**src/rtl/alu_sequencer_if.sv**
```systemverilog
// Control bundle between the instruction source and the datapath sequencer.
// Signals:
//   Exec/INSTR             start request and 10-bit instruction word (to sequencer)
//   ExtLoad/Gout/Rout      bus-driver enables (at most one active per cycle)
//   Rin/Ain/Gin/FN         register-file and ALU load strobes, ALU function
//   Busy/Done/Step         status: not idle, final-step pulse, current time step
interface alu_sequencer_if;
    localparam int unsigned INSTR_W = 10;
    localparam int unsigned NREG    = 4;
    localparam int unsigned FN_W    = 4;
    localparam int unsigned STEP_W  = 2;

    logic                  Exec;
    logic [INSTR_W-1:0]    INSTR;
    logic                  ExtLoad;
    logic [NREG-1:0]       Rin;
    logic [NREG-1:0]       Rout;
    logic                  Ain;
    logic                  Gin;
    logic                  Gout;
    logic [FN_W-1:0]       FN;
    logic                  Busy;
    logic                  Done;
    logic [STEP_W-1:0]     Step;

    modport master (
        output Exec, INSTR,
        input  ExtLoad, Rin, Rout, Ain, Gin, Gout, FN, Busy, Done, Step
    );

    modport slave (
        input  Exec, INSTR,
        output ExtLoad, Rin, Rout, Ain, Gin, Gout, FN, Busy, Done, Step
    );
endinterface

```
**src/rtl/alu_sequencer.sv**
```systemverilog
// Multi-cycle instruction sequencer for the 10-bit bus datapath.
// Captures one instruction per Exec in IDLE and walks T1..T3, issuing the
// register-file / ALU / bus-driver strobes for that instruction class.
// Ports:
//   CLKb   clock, all state changes on the falling edge
//   Clear  synchronous active-high reset (falling edge), overrides Exec
//   seq    control bundle (slave side), see alu_sequencer_if
module alu_sequencer (
    input  logic           CLKb,
    input  logic           Clear,
    alu_sequencer_if.slave seq
);
    localparam int unsigned IR_W = 8;   // INSTR[9:2]; INSTR[1:0] is reserved
    localparam int unsigned NREG = 4;
    localparam int unsigned FN_W = 4;

    typedef enum logic [1:0] {S_IDLE = 2'd0, S_T1 = 2'd1, S_T2 = 2'd2, S_T3 = 2'd3} state_t;
    typedef enum logic [2:0] {C_LOAD, C_MOV, C_BIN, C_UNA, C_SHF, C_ILL} cls_t;

    // Opcode to instruction class; anything unlisted is illegal.
    function automatic cls_t classify(input logic [FN_W-1:0] op);
        cls_t c;
        case (op)
            4'b0000:                                  c = C_LOAD;
            4'b0001:                                  c = C_MOV;
            4'b0010, 4'b0011, 4'b0110, 4'b0111, 4'b1000: c = C_BIN;
            4'b0100, 4'b0101:                         c = C_UNA;
            4'b1001, 4'b1010, 4'b1011:                c = C_SHF;
            default:                                  c = C_ILL;
        endcase
        return c;
    endfunction

    state_t             state_q, state_d;
    logic [IR_W-1:0]    ir_q, ir_d;
    cls_t               cls_cur, cls_nxt;
    logic [NREG-1:0]    rx_oh, ry_oh;

    logic               ext_q, ext_d;
    logic [NREG-1:0]    rin_q, rin_d;
    logic [NREG-1:0]    rout_q, rout_d;
    logic               ain_q, ain_d;
    logic               gin_q, gin_d;
    logic               gout_q, gout_d;
    logic [FN_W-1:0]    fn_q, fn_d;
    logic               busy_q, busy_d;
    logic               done_q, done_d;

    // Reserved instruction bits are deliberately dropped.
    logic unused_instr;
    assign unused_instr = &{1'b0, seq.INSTR[1:0]};

    // Next state, then strobes decoded from the state being entered so the
    // registered outputs line up with the Moore decode of that state.
    always_comb begin
        state_d = state_q;
        ir_d    = ir_q;
        ext_d   = 1'b0;
        rin_d   = '0;
        rout_d  = '0;
        ain_d   = 1'b0;
        gin_d   = 1'b0;
        gout_d  = 1'b0;
        fn_d    = '0;
        done_d  = 1'b0;

        cls_cur = classify(ir_q[7:4]);
        case (state_q)
            S_IDLE: begin
                if (seq.Exec) begin
                    state_d = S_T1;
                    ir_d    = seq.INSTR[9:2];
                end
            end
            S_T1: begin
                case (cls_cur)
                    C_BIN, C_UNA, C_SHF: state_d = S_T2;
                    default:             state_d = S_IDLE;
                endcase
            end
            S_T2:    state_d = (cls_cur == C_SHF) ? S_IDLE : S_T3;
            default: state_d = S_IDLE;
        endcase

        cls_nxt = classify(ir_d[7:4]);
        rx_oh   = NREG'(4'b0001 << ir_d[3:2]);
        ry_oh   = NREG'(4'b0001 << ir_d[1:0]);
        case (state_d)
            S_T1: begin
                case (cls_nxt)
                    C_LOAD: begin ext_d = 1'b1; rin_d = rx_oh; done_d = 1'b1; end
                    C_MOV:  begin rout_d = ry_oh; rin_d = rx_oh; done_d = 1'b1; end
                    C_BIN, C_UNA: begin rout_d = ry_oh; ain_d = 1'b1; end
                    C_SHF:  begin rout_d = rx_oh; fn_d = ir_d[7:4]; gin_d = 1'b1; end
                    default: done_d = 1'b1;
                endcase
            end
            S_T2: begin
                case (cls_nxt)
                    C_BIN: begin rout_d = rx_oh; fn_d = ir_d[7:4]; gin_d = 1'b1; end
                    C_UNA: begin fn_d = ir_d[7:4]; gin_d = 1'b1; end
                    C_SHF: begin gout_d = 1'b1; rin_d = rx_oh; done_d = 1'b1; end
                    default: ;
                endcase
            end
            S_T3: begin gout_d = 1'b1; rin_d = rx_oh; done_d = 1'b1; end
            default: ;
        endcase
        busy_d = (state_d != S_IDLE);
    end

    // State, IR and strobe registers; Clear drops everything to IDLE at once.
    always_ff @(negedge CLKb) begin
        if (Clear) begin
            state_q <= S_IDLE;
            ir_q    <= '0;
            ext_q   <= 1'b0;
            rin_q   <= '0;
            rout_q  <= '0;
            ain_q   <= 1'b0;
            gin_q   <= 1'b0;
            gout_q  <= 1'b0;
            fn_q    <= '0;
            busy_q  <= 1'b0;
            done_q  <= 1'b0;
        end else begin
            state_q <= state_d;
            ir_q    <= ir_d;
            ext_q   <= ext_d;
            rin_q   <= rin_d;
            rout_q  <= rout_d;
            ain_q   <= ain_d;
            gin_q   <= gin_d;
            gout_q  <= gout_d;
            fn_q    <= fn_d;
            busy_q  <= busy_d;
            done_q  <= done_d;
        end
    end

    assign seq.ExtLoad = ext_q;
    assign seq.Rin     = rin_q;
    assign seq.Rout    = rout_q;
    assign seq.Ain     = ain_q;
    assign seq.Gin     = gin_q;
    assign seq.Gout    = gout_q;
    assign seq.FN      = fn_q;
    assign seq.Busy    = busy_q;
    assign seq.Done    = done_q;
    assign seq.Step    = state_q;
endmodule

```
**src/flat_wrapper.sv**
```systemverilog
// flat-port wrapper written by rule: the top's interface ports become plain ports
module alu_sequencer_flat 
  (CLKb, Clear, seq_Exec, seq_INSTR, seq_ExtLoad, seq_Rin, seq_Rout, seq_Ain, seq_Gin, seq_Gout, seq_FN, seq_Busy, seq_Done, seq_Step);
  alu_sequencer_if seq_i ();
  input  logic CLKb;
  input  logic Clear;
  input wire logic [$bits(seq_i.Exec)-1:0] seq_Exec;
  input wire logic [$bits(seq_i.INSTR)-1:0] seq_INSTR;
  output wire logic [$bits(seq_i.ExtLoad)-1:0] seq_ExtLoad;
  output wire logic [$bits(seq_i.Rin)-1:0] seq_Rin;
  output wire logic [$bits(seq_i.Rout)-1:0] seq_Rout;
  output wire logic [$bits(seq_i.Ain)-1:0] seq_Ain;
  output wire logic [$bits(seq_i.Gin)-1:0] seq_Gin;
  output wire logic [$bits(seq_i.Gout)-1:0] seq_Gout;
  output wire logic [$bits(seq_i.FN)-1:0] seq_FN;
  output wire logic [$bits(seq_i.Busy)-1:0] seq_Busy;
  output wire logic [$bits(seq_i.Done)-1:0] seq_Done;
  output wire logic [$bits(seq_i.Step)-1:0] seq_Step;
  assign seq_i.Exec = seq_Exec;
  assign seq_i.INSTR = seq_INSTR;
  assign seq_ExtLoad = seq_i.ExtLoad;
  assign seq_Rin = seq_i.Rin;
  assign seq_Rout = seq_i.Rout;
  assign seq_Ain = seq_i.Ain;
  assign seq_Gin = seq_i.Gin;
  assign seq_Gout = seq_i.Gout;
  assign seq_FN = seq_i.FN;
  assign seq_Busy = seq_i.Busy;
  assign seq_Done = seq_i.Done;
  assign seq_Step = seq_i.Step;
  alu_sequencer u_core (.CLKb(CLKb), .Clear(Clear), .seq(seq_i));
endmodule
```
**config.mk**
```make
export PLATFORM = sky130hd
export DESIGN_NAME = alu_sequencer_flat
export DESIGN_NICKNAME = d
export VERILOG_FILES = /design/src/rtl/alu_sequencer_if.sv /design/src/rtl/alu_sequencer.sv /design/src/flat_wrapper.sv
export SDC_FILE = /design/constraint.sdc
export NUM_CORES = 1
export LEC_CHECK = 0
export CORE_MARGIN = 5
export CORE_UTILIZATION = 54
export CTS_CLUSTER_DIAMETER = 60
export CTS_CLUSTER_SIZE = 14
export DETAILED_ROUTE_END_ITERATION = 16
export GPL_TIMING_DRIVEN = 1
export PLACE_DENSITY = 0.93
export SLEW_MARGIN = 20
export SYNTH_ARGS = -nofsm -noshare
export SYNTH_HDL_FRONTEND = slang
export SYNTH_SLANG_ARGS = --single-unit
```
**constraint.sdc**
```tcl
create_clock -name CLKb -period 4.03 [get_ports CLKb]
set_clock_uncertainty 0.1 [all_clocks]
set_input_delay 0.6045 -clock CLKb [delete_from_list [all_inputs] [get_ports CLKb]]
set_output_delay 0.6045 -clock CLKb [all_outputs]
set_load 0.02 [all_outputs]
```
==> impl_metrics.prom, run 1 <==
# TYPE chip_impl_metric gauge
chip_impl_metric{name="power_leakage",unit="nW"} 1.362
chip_impl_metric{name="clock_power_share",unit=""} 0.391
chip_impl_metric{name="overflow",unit=""} 0
chip_impl_metric{name="timing.reg2reg.worst_path_depth",unit=""} 11
chip_impl_metric{name="grt_start_max_net_pins",unit=""} 12
chip_impl_metric{name="net-switching-power",unit="W"} 0.0003582
chip_impl_info{name="mostFrequentLayoutCells",value="sky130_fd_sc_hd__buf_4, sky130_fd_sc_hd__inv_1, sky130_fd_sc_hd__dfxtp_1"} 1
chip_impl_metric{name="floorplan.core_area",unit="sq mm"} 0.002758
chip_impl_metric{name="placement_rows",unit=""} 19
chip_impl_metric{name="seq_power_share",unit=""} 0.347
chip_impl_metric{name="port-buffer-count",unit=""} 30
chip_impl_metric{name="cts_sinks",unit=""} 31
chip_impl_metric{name="setup_total_negative_slack",unit="ps"} -65.88
chip_impl_metric{name="avgRoutedWirePerCell",unit="um"} 17.41
chip_impl_info{name="timing.rr.start",value="u_core.seq.Step[0]"} 1
chip_impl_metric{name="report.final.hold_viol_count",unit=""} 0
chip_impl_metric{name="post_synth_instance_area",unit="sq mm"} 0.001541
chip_impl_info{name="setup.worst_path.class",value="in -> reg"} 1
chip_impl_info{name="tritoncts",value="done"} 1
chip_impl_info{name="holdCritStartpoint",value="u_core.ir_q[3]"} 1
chip_impl_metric{name="vdd_ir_drop_max",unit="mV"} 0.3516
chip_impl_metric{name="syn_nets",unit=""} 197
chip_impl_metric{name="dr_total_vias",unit=""} 1780
chip_impl_info{name="outcome",value="finished, violations left"} 1
chip_impl_metric{name="setup_viol",unit=""} 2
chip_impl_metric{name="clock_transition_time_at_the_flip_flop_clock_pins_of_the_worst_setup_and_hold_paths",unit="ps"} 50
chip_impl_metric{name="grt_pass1_vias",unit=""} 1899
chip_impl_metric{name="die_extent_in_x",unit="um"} 63.43
chip_impl_metric{name="netSwitchingFraction",unit=""} 0.3684
chip_impl_metric{name="floorplan.die_area",unit="sq mm"} 0.004023
chip_impl_metric{name="pwr-share-comb",unit=""} 0.262
chip_impl_metric{name="cp_data_required_time",unit="ps"} 2190
chip_impl_metric{name="post-layout-total-power",unit="W"} 0.0009723
chip_impl_metric{name="timing_worst_slew_pin_value",unit="ps"} 806.9
chip_impl_metric{name="power_density",unit="mW/mm^2"} 399.5
chip_impl_metric{name="detail_route.vias_per_cell",unit=""} 5.742
chip_impl_info{name="critPathLaunchType",value="input port"} 1
chip_impl_metric{name="antenna_violating_nets_left",unit=""} 0
chip_impl_metric{name="max_cap_viol_count",unit=""} 0
chip_impl_metric{name="clock_tree.buffer_depth",unit=""} 2
chip_impl_metric{name="ys_seq_area_frac",unit=""} 0.4026
chip_impl_metric{name="synthesis.yosys.warnings",unit=""} 0
chip_impl_metric{name="r2r_slack",unit="ps"} 960
chip_impl_metric{name="synth_area_per_cell",unit="sq um"} 8.564
chip_impl_metric{name="critical_path_arrival",unit="ps"} 2230
chip_impl_metric{name="dp_hpwl",unit="um"} 3165
chip_impl_metric{name="worstPathMaxFanout",unit=""} 4
chip_impl_metric{name="initial_utilization",unit=""} 0.5590
chip_impl_info{name="failed_checks",value="setup timing"} 1
chip_impl_info{name="hold_crit_endpoint",value="u_core.ir_q[3]"} 1
chip_impl_info{name="layout_commonest_cell",value="sky130_fd_sc_hd__buf_4"} 1
chip_impl_metric{name="detailedRoute.firstIterationViolations",unit=""} 222
chip_impl_metric{name="cts-htree-levels",unit=""} 2
chip_impl_metric{name="global_route_wire_length_before_repair",unit="um"} 8507
chip_impl_metric{name="initial_antenna_violation_count",unit=""} 0
chip_impl_metric{name="floorplan.io_pins",unit=""} 33
chip_impl_metric{name="maxSlewHeadroom",unit=""} 0.4621
chip_impl_metric{name="layout-drive-gt1-share",unit=""} 0.2473
chip_impl_metric{name="areaGrowthSynthToFinish",unit="%"} 57.87
chip_impl_metric{name="place.gp.congestion",unit=""} 0.8856
chip_impl_metric{name="grt_use_total",unit=""} 0.2639
chip_impl_metric{name="finish.net_count",unit=""} 296
chip_impl_metric{name="n_antenna_cell",unit=""} 0
chip_impl_info{name="r2r_end",value="u_core.seq.FN[0]"} 1
chip_impl_info{name="critPathCaptureType",value="flop"} 1
chip_impl_metric{name="detail_route.drc_violations",unit=""} 0
chip_impl_metric{name="die_height",unit="um"} 63.43
chip_impl_metric{name="min_delay_path_depth",unit=""} 2
chip_impl_metric{name="clk_latency",unit="ps"} 420
chip_impl_metric{name="routed_wl",unit="um"} 5398
chip_impl_metric{name="timing.final.max_slew_violations",unit=""} 0
chip_impl_metric{name="fillers",unit=""} 119
chip_impl_metric{name="post_synthesis_instance_total",unit=""} 180
chip_impl_metric{name="ys_seq_elements",unit=""} 31
chip_impl_metric{name="ys_types",unit=""} 43
chip_impl_metric{name="postLayoutSetupSlackWorst",unit="ps"} -37.52
chip_impl_metric{name="cts_buffers",unit=""} 5
chip_impl_metric{name="first_pass_iters",unit=""} 4
chip_impl_metric{name="internal-power",unit="W"} 0.0006141
chip_impl_info{name="cts-root-buf",value="sky130_fd_sc_hd__clkbuf_4"} 1
chip_impl_info{name="holdCritPathClass",value="reg -> reg"} 1
flip-flops by register name, summed over array words and instances (netlist names), 2 cells and up:
name	cells
u_core.seq.Rin	4
u_core.cls_cur	3
u_core.seq.FN	4
u_core.seq.Rout	4
u_core.seq.Step	2
u_core.ir_q	8
stage by stage:
step	setup WS [ps]	hold WS (ps)	cell area, sq um	utilization	std cells
detailed placement	-793.4	407.3	2148	0.7790	271
global placement	-719.2	389.0	2148	0.7790	271
finish	-37.52	415.7	2434	0.8825	310
CTS	3.022	411.2	2338	0.8480	308
floorplan	-177.7	370.8	1563	-	180
global route	-85.83	440.2	2434	0.8825	310
cells in the mapped netlist, drive strengths merged:
cell type / number / area (sq um)
a2111oi: 1 / 8.760
a211o: 1 / 8.760
a21boi: 2 / 15.01
a21oi: 7 / 35.03
a221oi: 1 / 8.760
a31oi: 4 / 25.02
a32oi: 1 / 8.760
and2: 1 / 6.260
and2b: 1 / 7.510
and3: 1 / 6.260
buf: 4 / 31.27
clkbuf: 6 / 22.52
dfxtp: 31 / 620.6
ha: 4 / 50.05
inv: 10 / 37.54
mux2: 1 / 11.26
mux2i: 10 / 112.6
nand2: 8 / 30.03
nand2b: 6 / 37.54
nand3: 1 / 5.000
nand3b: 3 / 22.52
nand4: 1 / 6.260
nor2: 30 / 115.1
nor2b: 6 / 37.54
nor3: 9 / 45.04
nor3b: 8 / 65.06
nor4: 1 / 6.260
o2111a: 1 / 11.26
o211ai: 3 / 22.52
o21a: 2 / 15.01
o21ai: 8 / 40.04
o31a: 1 / 8.760
o31ai: 1 / 21.27
or2: 1 / 6.260
or3: 2 / 12.51
or3b: 1 / 8.760
xnor2: 1 / 8.760
worst max path at each step:
stage / startpoint / endpoint / slack, ps / cells after the start
floorplan: seq_Exec / u_core.seq.Rout[2] / -180 / 9
global placement: seq_Exec / u_core.seq.Rout[2] / -720 / 10
detailed placement: seq_Exec / u_core.seq.FN[0] / -790 / 10
CTS: u_core.seq.Rout[0] / seq_Rout[0] / 3 / 1
global route: seq_Exec / u_core.seq.Gin / -90 / 10
finish: seq_Exec / u_core.seq.FN[0] / -40 / 10
layer usage:
| metal | GRT usage | wire (um) | vias to the layer above |
|---|---|---|---|
| met5 | 0 | 0 | - |
| met3 | 0.09769 | 458 | 27 |
| li1 | - | - | 819 |
| met4 | 0.1299 | 195 | 0 |
| met1 | 0.3124 | 2160 | 830 |
| met2 | 0.4162 | 2584 | 104 |
critical path, stage by stage:
cell and delay [ps]:
sky130_fd_sc_hd__buf_8 80, sky130_fd_sc_hd__nor2_4 20, sky130_fd_sc_hd__a211o_1 290, sky130_fd_sc_hd__buf_4 160, sky130_fd_sc_hd__ha_1 210, sky130_fd_sc_hd__nor3b_1 150
sky130_fd_sc_hd__o21ai_2 160, sky130_fd_sc_hd__a32oi_4 150, sky130_fd_sc_hd__o21ai_1 290, sky130_fd_sc_hd__nor2_1 90
cell families after synthesis:
| group | Yosys count | synth area share |
|---|---|---|
| simple gates | 80 | 0.2711 |
| buf+inv | 20 | 0.05925 |
| compound gates | 33 | 0.1485 |
| flops | 31 | 0.4026 |
| xor+xnor | 1 | 0.005683 |
| fa+ha+maj | 4 | 0.03247 |
| mux | 11 | 0.08036 |
timing repair:
action	in CTS	in global routing
setup endpoints to repair	28	24
hold buffers	0	0
cloned	0	0
gates resized for setup	21	22
buffers inserted	0	2
pin swaps	6	5
power groups by stage:
| stage | Combinational, W | Sequential, W | Clock, W |
|---|---|---|---|
| 4_1_cts | 0.000234 | 0.000337 | 0.000384 |
| 3_3_place_gp | 0.000218 | 0.000341 | 0.0000485 |
| 5_1_grt | 0.000268 | 0.000339 | 0.000423 |
| 2_1_floorplan | 0.000114 | 0.000350 | 0.0000485 |
| 6_report | 0.000254 | 0.000338 | 0.000380 |
| 3_5_place_dp | 0.000227 | 0.000342 | 0.0000485 |
cell type report:
type                       count  area, sq um  share of cell area
clock buffer                   5        37.54             0.01542
clock inverter                33        151.4             0.06221
inverter                       9        33.78             0.01388
multi-input combinational    129        909.6              0.3738
sequential                    31        620.6              0.2550
tap                           31        38.79             0.01594
timing repair buffer          72        641.9              0.2638
Power figures use the tool's default switching activity.
==> inputs of run 2 (changes only) <==
--- a/config.mk
+++ b/config.mk
@@ -6,12 +6,13 @@
 export NUM_CORES = 1
 export LEC_CHECK = 0
 export CORE_MARGIN = 5
-export CORE_UTILIZATION = 54
+export CORE_UTILIZATION = 56
+export CTS_BUF_LIST = sky130_fd_sc_hd__clkbuf_4
 export CTS_CLUSTER_DIAMETER = 60
 export CTS_CLUSTER_SIZE = 14
 export DETAILED_ROUTE_END_ITERATION = 16
 export GPL_TIMING_DRIVEN = 1
-export PLACE_DENSITY = 0.93
+export PLACE_DENSITY = 0.95
 export SLEW_MARGIN = 20
 export SYNTH_ARGS = -nofsm -noshare
 export SYNTH_HDL_FRONTEND = slang
==> impl_metrics.prom, run 2 (same netlist as run 1, synthesis figures left out) <==
# TYPE chip_impl_metric gauge
chip_impl_metric{name="setup_total_negative_slack",unit="ps"} -93.48
chip_impl_info{name="tritoncts",value="done"} 1
chip_impl_metric{name="dp_hpwl",unit="um"} 3374
chip_impl_info{name="crit_path_cell_trace",value="buf_8 > nor2_4 > a211o_4 > inv_4 > ha_4 > inv_2 > or3_1 > a32oi_2 > o21ai_2 > o211ai_1"} 1
chip_impl_metric{name="antenna_violating_nets_left",unit=""} 0
chip_impl_metric{name="floorplan.die_area",unit="sq mm"} 0.003902
chip_impl_metric{name="routed_wl",unit="um"} 5947
chip_impl_metric{name="die_height",unit="um"} 62.47
chip_impl_info{name="registers.top_by_ff_count",value="u_core.ir_q"} 1
chip_impl_metric{name="worst_hold_slack",unit="ps"} 435.3
chip_impl_metric{name="fillers",unit=""} 113
chip_impl_metric{name="place_inst",unit=""} 264
chip_impl_metric{name="cp_data_required_time",unit="ps"} 2240
chip_impl_metric{name="critical_path_arrival",unit="ps"} 2280
chip_impl_info{name="cts-root-buf",value="sky130_fd_sc_hd__clkbuf_4"} 1
chip_impl_metric{name="detailedRoute.firstIterationViolations",unit=""} 220
chip_impl_metric{name="floorplan.core_area",unit="sq mm"} 0.002686
chip_impl_metric{name="overflow",unit=""} 0
chip_impl_info{name="mostFrequentLayoutCells",value="sky130_fd_sc_hd__inv_1, sky130_fd_sc_hd__buf_4, sky130_fd_sc_hd__dfxtp_1"} 1
chip_impl_metric{name="clock_tree.buffer_depth",unit=""} 2
chip_impl_metric{name="timing_worst_slew_pin_value",unit="ps"} 879.2
chip_impl_info{name="timing.rr.start",value="u_core.seq.Step[0]"} 1
chip_impl_metric{name="setup_viol",unit=""} 5
chip_impl_metric{name="areaGrowthSynthToFinish",unit="%"} 56.57
chip_impl_metric{name="detail_route.drc_violations",unit=""} 0
chip_impl_metric{name="global_route_wire_length_before_repair",unit="um"} 8728
chip_impl_metric{name="first_pass_iters",unit=""} 5
chip_impl_info{name="setup_crit_start",value="seq_Exec"} 1
chip_impl_metric{name="cp_slowest_stage_delay",unit="ps"} 370
chip_impl_metric{name="multi_input_comb_area",unit="sq um"} 922.1
chip_impl_metric{name="initial_utilization",unit=""} 0.5738
chip_impl_info{name="failed_checks",value="setup timing"} 1
chip_impl_metric{name="grt_start_max_net_pins",unit=""} 13
chip_impl_metric{name="grt_use_total",unit=""} 0.2805
chip_impl_metric{name="area_occupied_by_registers",unit="sq um"} 620.6
chip_impl_metric{name="grt_pass1_vias",unit=""} 1921
chip_impl_metric{name="clk_latency",unit="ps"} 400
chip_impl_metric{name="worstPathMaxFanout",unit=""} 5
chip_impl_metric{name="port-buffer-count",unit=""} 30
chip_impl_metric{name="layout-drive-gt1-share",unit=""} 0.2464
chip_impl_info{name="holdCritStartpoint",value="u_core.ir_q[2]"} 1
chip_impl_metric{name="cts_buffers",unit=""} 5
chip_impl_metric{name="finish.net_count",unit=""} 292
chip_impl_metric{name="die_extent_in_x",unit="um"} 62.47
chip_impl_metric{name="power_leakage",unit="nW"} 1.388
chip_impl_info{name="setup.worst_path.class",value="in -> reg"} 1
chip_impl_info{name="crit_path_top_delay_cell",value="sky130_fd_sc_hd__or3_1"} 1
chip_impl_metric{name="cts-htree-levels",unit=""} 2
chip_impl_metric{name="report.final.hold_viol_count",unit=""} 0
chip_impl_metric{name="postLayoutSetupSlackWorst",unit="ps"} -34.55
chip_impl_info{name="outcome",value="finished, violations left"} 1
chip_impl_metric{name="largest_reg_flops",unit=""} 8
chip_impl_info{name="critPathCaptureType",value="flop"} 1
chip_impl_metric{name="placement_rows",unit=""} 19
chip_impl_metric{name="n_antenna_cell",unit=""} 0
chip_impl_metric{name="clock_transition_time_at_the_flip_flop_clock_pins_of_the_worst_setup_and_hold_paths",unit="ps"} 40
chip_impl_metric{name="post_cts_hold_buffers",unit=""} 0
chip_impl_metric{name="maxSlewHeadroom",unit=""} 0.4138
chip_impl_metric{name="detailedPlace.worstSlack",unit="ps"} -854.4
chip_impl_metric{name="post-layout-total-power",unit="W"} 0.0009113
chip_impl_metric{name="cts_sinks",unit=""} 31
chip_impl_metric{name="dr_total_vias",unit=""} 1883
chip_impl_metric{name="place.gp.congestion",unit=""} 0.9572
chip_impl_metric{name="timing.final.max_slew_violations",unit=""} 0
chip_impl_info{name="layout_commonest_cell",value="sky130_fd_sc_hd__inv_1"} 1
chip_impl_metric{name="vdd_ir_drop_max",unit="mV"} 0.4410
chip_impl_metric{name="initial_antenna_violation_count",unit=""} 0
chip_impl_metric{name="max_cap_viol_count",unit=""} 0
chip_impl_metric{name="avgRoutedWirePerCell",unit="um"} 19.37
chip_impl_metric{name="stdcell_count",unit=""} 307
chip_impl_metric{name="power_density",unit="mW/mm^2"} 377.6
chip_impl_info{name="critPathLaunchType",value="input port"} 1
chip_impl_metric{name="detail_route.vias_per_cell",unit=""} 6.134
chip_impl_metric{name="floorplan.io_pins",unit=""} 33
chip_impl_info{name="holdCritPathClass",value="reg -> reg"} 1
==> run 2: cell count changes in the layout (fill, tap and decap cells not counted), sizes merged <==
cell / delta
clkinvlp: +1
dlymetal6s2s: +5
dlygate4sd2: -3
bufinv: -1
buf: -4
inv: +1
clkdlybuf4s50: -2
==> run 2: critical path, delay by kind of cell <==
kind                     cells  cell delay [ps]
AO/OA/AOI/OAI                4              890
AND/OR/NAND/NOR              2              400
adder cells (fa/ha/maj)      1              160
buffers and inverters        3              210
==> run 2: final timing paths <==
check                           cells past startpoint            endpoint  slack [ps]
worst max-delay path                               10  u_core.seq.Rout[2]         -30
worst min-delay path                                2      u_core.ir_q[2]         440
worst max register to register                     11      u_core.seq.Gin         810
worst min register to register                      2      u_core.ir_q[2]         440
==> run 2: area by class of cell <==
class                           count  share of cell area
Inverter                            9             0.01503
Multi-Input combinational cell    129              0.3821
Sequential cell                    31              0.2571
Clock inverter                     34             0.05391
Tap cell                           31             0.01607
Timing Repair Buffer               68              0.2602
Clock buffer                        5             0.01555
==> run 2: metrics by stage <==
stage          utilization  area [sq um]
6_report            0.8985          2414
5_1_grt             0.8985          2414
4_1_cts             0.8621          2316
3_5_place_dp        0.7802          2096
3_3_place_gp        0.7802          2096
2_1_floorplan            -          1563
==> run 2: power by group <==
part | switching [W] | internal [W]
clock | 0.000207 | 0.000103
combinational | 0.000138 | 0.000124
sequential | 0.0000136 | 0.000326
==> run 2: timing repair <==
action                     CTS  global route
hold endpoints to repair     0             0
resized for setup           23            24
pin swaps                    6             6
setup buffers                2             3
setup endpoints to repair   26            29
==> run 2: routing by layer <==
metal	global-route usage	part of all wire	vias up	wire [um]
li1	-	-	804	-
met5	0	0	-	0
met2	0.4598	0.47	159	2816
met4	0.1671	0.070	0	418
met3	0.1151	0.11	54	671
met1	0.2989	0.34	866	2041
